==> config.mk <==
export PLATFORM = sky130hd
export DESIGN_NAME = snitch_perf_counter_bank
export DESIGN_NICKNAME = d
export VERILOG_FILES = /design/src/rtl/snitch_perf_counter_bank.sv
export SDC_FILE = /design/constraint.sdc
export NUM_CORES = 2
export LEC_CHECK = 0
export CORE_ASPECT_RATIO = 1.1
export CORE_MARGIN = 5
export CORE_UTILIZATION = 45
export CTS_CLUSTER_SIZE = 12
export DETAILED_ROUTE_END_ITERATION = 8
export GPL_TIMING_DRIVEN = 0
export PLACE_DENSITY = 0.58
export SLEW_MARGIN = 0
export SYNTH_ARGS = -nofsm -noshare
export SYNTH_HDL_FRONTEND = slang
export SYNTH_SLANG_ARGS = --single-unit
export TNS_END_PERCENT = 100
==> constraint.sdc <==
create_clock -name clk_i -period 18.4 [get_ports clk_i]
set_input_delay 3.68 -clock clk_i [delete_from_list [all_inputs] [get_ports clk_i]]
set_output_delay 3.68 -clock clk_i [all_outputs]
set_load 0.005 [all_outputs]
==> src/rtl/snitch_perf_counter_bank.sv <==
// rtl/snitch_perf_counter_bank.sv - Performance-counter bank with saturation, flags, thresholds, freeze and snapshot
module snitch_perf_counter_bank #(
    parameter int unsigned NumCounters  = 8,
    parameter int unsigned CounterWidth = 48,
    parameter int unsigned NumEvents    = 32,
    parameter int unsigned IncWidth     = 4,
    localparam int unsigned SelWidth    = (NumEvents > 1) ? $clog2(NumEvents) : 1,
    localparam int unsigned IdxWidth    = $clog2(NumCounters) + 1
) (
    input  logic                          clk_i,
    input  logic                          rst_i,
    input  logic [NumEvents*IncWidth-1:0] event_inc_i,
    input  logic                          freeze_i,
    input  logic                          snapshot_i,
    input  logic                          wr_en_i,
    input  logic [IdxWidth-1:0]           wr_idx_i,
    input  logic [1:0]                    wr_field_i,
    input  logic [CounterWidth-1:0]       wr_data_i,
    input  logic [IdxWidth-1:0]           rd_idx_i,
    input  logic                          rd_shadow_i,
    output logic [CounterWidth-1:0]       rd_value_o,
    output logic [NumCounters-1:0]        overflow_o,
    output logic [NumCounters-1:0]        thr_hit_o,
    output logic                          irq_o
);

    typedef logic [CounterWidth-1:0] cnt_t;

    cnt_t                 cnt_q    [NumCounters];
    cnt_t                 cnt_d    [NumCounters];
    cnt_t                 thr_q    [NumCounters];
    cnt_t                 thr_d    [NumCounters];
    cnt_t                 shadow_q [NumCounters];
    cnt_t                 shadow_d [NumCounters];
    logic [SelWidth-1:0]  sel_q    [NumCounters];
    logic [SelWidth-1:0]  sel_d    [NumCounters];
    logic [IncWidth-1:0]  inc_q    [NumEvents];
    logic [IncWidth-1:0]  inc_d    [NumEvents];
    logic [NumCounters-1:0] en_q, en_d, sat_q, sat_d, irq_en_q, irq_en_d;
    logic [NumCounters-1:0] ovf_q, ovf_d, hit_q, hit_d;

    logic [IncWidth-1:0]   inc_sel;
    logic [CounterWidth:0] sum;
    cnt_t                  nxt;
    logic                  set_ovf;
    logic                  set_hit;
    logic                  wr_sel;

    // Next-state for the event stage and every counter: increment, write, flags, snapshot
    always_comb begin
        inc_sel = '0;
        sum     = '0;
        nxt     = '0;
        set_ovf = 1'b0;
        set_hit = 1'b0;
        wr_sel  = 1'b0;
        // Event stage loads unconditionally; freeze only gates the counters
        for (int e = 0; e < NumEvents; e++) begin
            inc_d[e] = event_inc_i[e*IncWidth +: IncWidth];
        end
        for (int i = 0; i < NumCounters; i++) begin
            en_d[i]     = en_q[i];
            sat_d[i]    = sat_q[i];
            irq_en_d[i] = irq_en_q[i];
            sel_d[i]    = sel_q[i];
            thr_d[i]    = thr_q[i];
            shadow_d[i] = snapshot_i ? cnt_q[i] : shadow_q[i];

            // Selects beyond the populated event range contribute nothing
            inc_sel = '0;
            if (32'(sel_q[i]) < NumEvents) begin
                inc_sel = inc_q[sel_q[i]];
            end
            sum     = {1'b0, cnt_q[i]} + (CounterWidth+1)'(inc_sel);
            set_ovf = 1'b0;
            nxt     = cnt_q[i];
            wr_sel  = wr_en_i && (wr_idx_i == IdxWidth'(i));

            // A value write wins over that cycle's increment
            if (wr_sel && wr_field_i == 2'd1) begin
                nxt = wr_data_i;
            end else if (en_q[i] && !freeze_i) begin
                if (sum[CounterWidth]) begin
                    set_ovf = 1'b1;
                    nxt     = sat_q[i] ? '1 : sum[CounterWidth-1:0];
                end else begin
                    nxt = sum[CounterWidth-1:0];
                end
            end
            cnt_d[i] = nxt;

            // Crossing is judged on the old and new value, so a wrap that ends below
            // the threshold never registers as a hit
            set_hit  = (thr_q[i] != '0) && (cnt_q[i] < thr_q[i]) && (nxt >= thr_q[i]);
            ovf_d[i] = ovf_q[i] | set_ovf;
            hit_d[i] = hit_q[i] | set_hit;

            if (wr_sel && wr_field_i == 2'd0) begin
                en_d[i]     = wr_data_i[0];
                sat_d[i]    = wr_data_i[1];
                irq_en_d[i] = wr_data_i[2];
                sel_d[i]    = wr_data_i[8 +: SelWidth];
                // clear_flags is not stored and overrides any same-cycle set
                if (wr_data_i[3]) begin
                    ovf_d[i] = 1'b0;
                    hit_d[i] = 1'b0;
                end
            end
            if (wr_sel && wr_field_i == 2'd2) begin
                thr_d[i] = wr_data_i;
            end
        end
    end

    // State registers with synchronous active-high reset
    always_ff @(posedge clk_i) begin
        if (rst_i) begin
            for (int i = 0; i < NumCounters; i++) begin
                cnt_q[i]    <= '0;
                thr_q[i]    <= '0;
                shadow_q[i] <= '0;
                sel_q[i]    <= '0;
            end
            for (int e = 0; e < NumEvents; e++) begin
                inc_q[e] <= '0;
            end
            en_q     <= '0;
            sat_q    <= '0;
            irq_en_q <= '0;
            ovf_q    <= '0;
            hit_q    <= '0;
        end else begin
            cnt_q    <= cnt_d;
            thr_q    <= thr_d;
            shadow_q <= shadow_d;
            sel_q    <= sel_d;
            inc_q    <= inc_d;
            en_q     <= en_d;
            sat_q    <= sat_d;
            irq_en_q <= irq_en_d;
            ovf_q    <= ovf_d;
            hit_q    <= hit_d;
        end
    end

    // Read mux and flag outputs draw only on registered state
    always_comb begin
        rd_value_o = '0;
        if (32'(rd_idx_i) < NumCounters) begin
            rd_value_o = rd_shadow_i ? shadow_q[rd_idx_i] : cnt_q[rd_idx_i];
        end
        overflow_o = ovf_q;
        thr_hit_o  = hit_q;
        irq_o      = |(hit_q & irq_en_q);
    end

endmodule

==> out/metrics.csv <==
stage,metric,value,unit
outcome,run status,"complete, but fails checks",
outcome,failing checks,"max-capacitance violations, max-slew violations",
setup_path,startpoint of the worst register-to-register path,sel_q[15],
job,number of maximum-capacitance violations,12,
sta,crit share post-route,65.4,%
synthesis,main combinational cell family by area after synthesis,multiplexers,
setup_path,type of the setup path with the least slack,primary input to output port,
synthesis,share of synthesized area spent on multiplexers,19.8,%
sta,Achievable Freq,0.0831,GHz
synthesis,Cells after Synth,9792,
global_route,via count of the first global-routing pass,77294,
synthesis,area fraction in compound gates after synthesis,10.7,%
sta,pin slew with the least headroom to its limit,1.72,ns
cts,Post-CTS Hold Fix Bufs,0,
setup_path,CP startpoint,rd_idx_i[0],
cells_and_area,fraction of layout instances using a drive strength above 1,9.41,%
cells_and_area,layout-stage area growth over the synthesis result,12.8,%
placed_design,HPWL reported at the end of detailed placement,362000,µm
cts,Skew-Pair Late Insertion Delay,0.85,ns
setup_path,Crit path required time,14.72,ns
synthesis,async set-or-reset flop fraction in the synthesized netlist,0,%
sta,number of failing setup endpoints in the final timing report,0,
sta,final setup TNS,0,ns
setup_path,Worst Path Buf+Inv,4,
global_route,largest net degree at the start of global routing,17,
sta,fin. max-slew vios,84,
synthesis,Post-Synth XOR/XNOR Area,3.35,%
route,per-cell routed wire length,34.3,µm
setup_path,CP max stage cell,clkbuf_1,
power,leakage power total,38.9,nW
route,Pre-Repair DR Iteration Count,8,
setup_path,Crit Path Max Fanout,10,
setup_path,longest individual stage delay on the worst path,0.97,ns
route,number of remaining DRC errors,0,
synthesis,syn nets,10784,
floorplan,core region area,0.195,mm²
sta,RSZ-0062 raised after global routing,no,
floorplan,site row count,170,
power,maximum vdd drop,0.0000689,V
synthesis,"share of synthesized cell area in and, or, nand and nor gates",19.2,%
sta,Worst slew margin,-15.7,%
setup_path,Startpoint Class,primary input,
cts,maximum number of buffers from clock root to sink,3,
cts,clock tree from TritonCTS,built,
route,via count normalized by instance count,6.39,
cts,Sinks on Clock Net,1360,
cts,root cell of the clock tree,clkbuf_16,
floorplan,count of pins on the block boundary,257,
setup_path,worst reg-to-reg setup slack,7.61,ns
synthesis,post-synthesis sequential area ratio,30.8,%
global_route,antenna violations before repair,31,
synthesis,number of enable flip-flop cells after synthesis,0,
global_route,overall track demand over capacity in global routing,42.0,%
setup_path,cells along the critical path,"clkbuf_1, buf_1, clkbuf_1, mux4_2, mux4_2, nor2b_1, clkdlybuf4s50_1",
sta,number of hold violations in the final report,0,
power,Power per Cell Area,71.4,mW/mm²
route,number of violations reported at the end of detailed-routing iteration 0,10520,
synthesis,Avg Inst Size Synth,9.01,µm²
global_route,wire length of the first global-routing pass,604000,µm
floorplan,initial core utilization,45.3,%
floorplan,floorplan die width,432,µm
min_path,class of the tightest hold or removal check,flip-flop to flip-flop,
setup_path,Crit path arrival time,8.35,ns
cts,PostCTS Resize Cnt,0,
cells_and_area,final layout net count,11181,
floorplan,area of the die,0.205,mm²
placed_design,number of port buffers,211,
placed_design,number of placed instances with taps included,12601,
synthesis,distinct cell type count of the synthesized netlist,92,
route,via count of the routed design,82599,
route,DRT antenna net count,0,
floorplan,Die Y,475,µm
synthesis,yosys synthesis warning count,0,
global_route,grt total ovfl,0,
synthesis,"share of synthesized cell area in full adder, half adder and majority cells",11.4,%
sta,Final Skew,0.0308,ns
cts,TritonCTS buffer count,161,
setup_path,Crit path max-delay family,buffers and inverters,
cells_and_area,"non-filler cells, final",12918,
cells_and_area,fillcell total,18559,
setup_path,endpoint type of the worst setup path,output port,
placed_design,RePlAce Congestion,1.07,
cts,Post-CTS Repair Setup Buffers,0,
sta,post-layout minimum cycle time,12.03,ns
min_path,launch instance of the worst min-delay path,thr_q[183],
synthesis,total standard cell area after synthesis,0.0883,mm²
synthesis,"FF+latch count, synth",1360,
route,overall routed net length,443000,µm
synthesis,most frequently used flop master after synthesis,dfxtp_1,
cts,clk slew on worst S/H paths,0.06,ns
cts,CTS H-Tree Depth,4,
## final cells by class
class | count | area [µm²] | share of cell area, %
timing repair buffer | 234 | 2410 | 2.42
multi-input combinational | 7355 | 57000 | 57.3
sequential | 1360 | 27200 | 27.4
buffer | 636 | 2510 | 2.53
clock inverter | 57 | 681 | 0.684
clock buffer | 235 | 4720 | 4.75
tap | 2580 | 3230 | 3.24
antenna | 20 | 50.0 | 0.0503
inverter | 441 | 1660 | 1.66
## cell usage in the layout (no fill, tap or decap), drive strengths merged, types with 11 or more instances in the layout
cell type / Yosys / final
clkbuf: 479 / 718
and2: 24 / 24
diode: 0 / 20
bufinv: 0 / 11
xor2: 138 / 138
a21o: 233 / 233
a31oi: 66 / 66
a2111oi: 18 / 18
nor4: 149 / 149
o21ai: 193 / 193
inv: 441 / 446
or3: 24 / 24
and3: 77 / 77
mux2: 31 / 31
nor2: 948 / 948
buf: 152 / 171
nand2: 1101 / 1101
nand2b: 27 / 27
dfxtp: 1360 / 1360
nor3: 94 / 94
or2: 13 / 13
o21a: 18 / 18
clkdlybuf4s50: 5 / 216
a211oi: 45 / 45
nor3b: 11 / 11
a21oi: 938 / 938
mux4: 560 / 560
nor2b: 538 / 538
ha: 792 / 792
or4: 15 / 15
mux2i: 449 / 449
clkinv: 0 / 32
nand3: 202 / 202
xnor2: 200 / 200
and4: 51 / 51
nand4: 251 / 251
## cells by family (layout without fill, tap and decap cells)
kind of cell | after synthesis | count (layout)
AOI/OAI and AO/OA | 1631 | 1631
xor gates and xnor gates | 338 | 338
adders and majority gates | 800 | 800
buffers and inverters | 1077 | 1603
DFF | 1360 | 1360
muxes | 1040 | 1040
other | 0 | 20
and+or+nand+nor | 3546 | 3546
## tightest hold or removal path, delay by kind of cell (launching register included)
kind,cells,cell delay (ns)
DFF,1,0.32
and+or+nand+nor,1,0.05
AOI/OAI and AO/OA,1,0.05
## per-stage QoR
step,instance area [µm²],utilization (%),hold WS (ns),worst slack [ns],power (mW)
2_1_floorplan,88300,-,0.433,9.00,3.42
3_3_place_gp,93600,48.0,0.458,6.51,3.77
3_5_place_dp,94000,48.2,0.463,6.62,3.78
4_1_cts,99400,51.0,0.471,6.61,7.08
5_1_grt,99500,51.0,0.489,6.57,7.24
6_report,99500,51.0,0.472,6.37,7.10
## state kept, by name (all words and copies together) (netlist names)
register    flops
cnt_q         384
en_q            8
inc_q         128
irq_en_q        8
overflow_o      8
sat_q           8
sel_q          40
shadow_q      384
thr_hit_o       8
thr_q         384
## power breakdown
part / switching (mW) / leakage, nW / internal [mW]
clock network: 1.42 / 2.64 / 1.94
logic: 0.469 / 25.2 / 0.239
registers: 0.0679 / 11.0 / 2.97
## layer usage
layer	track usage [%]	part of all wire [%]
met1	52.8	39
met2	61.7	42
met3	9.99	9.9
met4	33.4	9.7
met5	0	0.025
## worst paths after layout
check / end / cells past startpoint
worst min-delay path: thr_q[183] / 2
worst min register to register: thr_q[183] / 2
worst max-delay path: rd_value_o[4] / 7
worst max register to register: thr_hit_o[4] / 21
## synthesized netlist by cell type, drive strengths merged, types with 27 or more instances
| cell | instances | area, µm² |
|---|---|---|
| mux2i | 449 | 4490 |
| and3 | 77 | 483 |
| and4 | 51 | 450 |
| nor2 | 948 | 3560 |
| nor4 | 149 | 932 |
| nand2 | 1101 | 4130 |
| xnor2 | 200 | 1750 |
| ha | 792 | 9910 |
| inv | 441 | 1660 |
| nand2b | 27 | 169 |
| nor2b | 538 | 3370 |
| a21o | 233 | 1750 |
| nand4 | 251 | 1590 |
| nor3 | 94 | 470 |
| dfxtp | 1360 | 27200 |
| xor2 | 138 | 1210 |
| mux2 | 31 | 349 |
| mux4 | 560 | 12600 |
| buf | 152 | 613 |
| o21ai | 193 | 966 |
| a211oi | 45 | 338 |
| a31oi | 66 | 413 |
| nand3 | 202 | 1010 |
| a21oi | 938 | 4700 |
| clkbuf | 479 | 1820 |
Note: power is estimated with default switching activity, not from simulation.
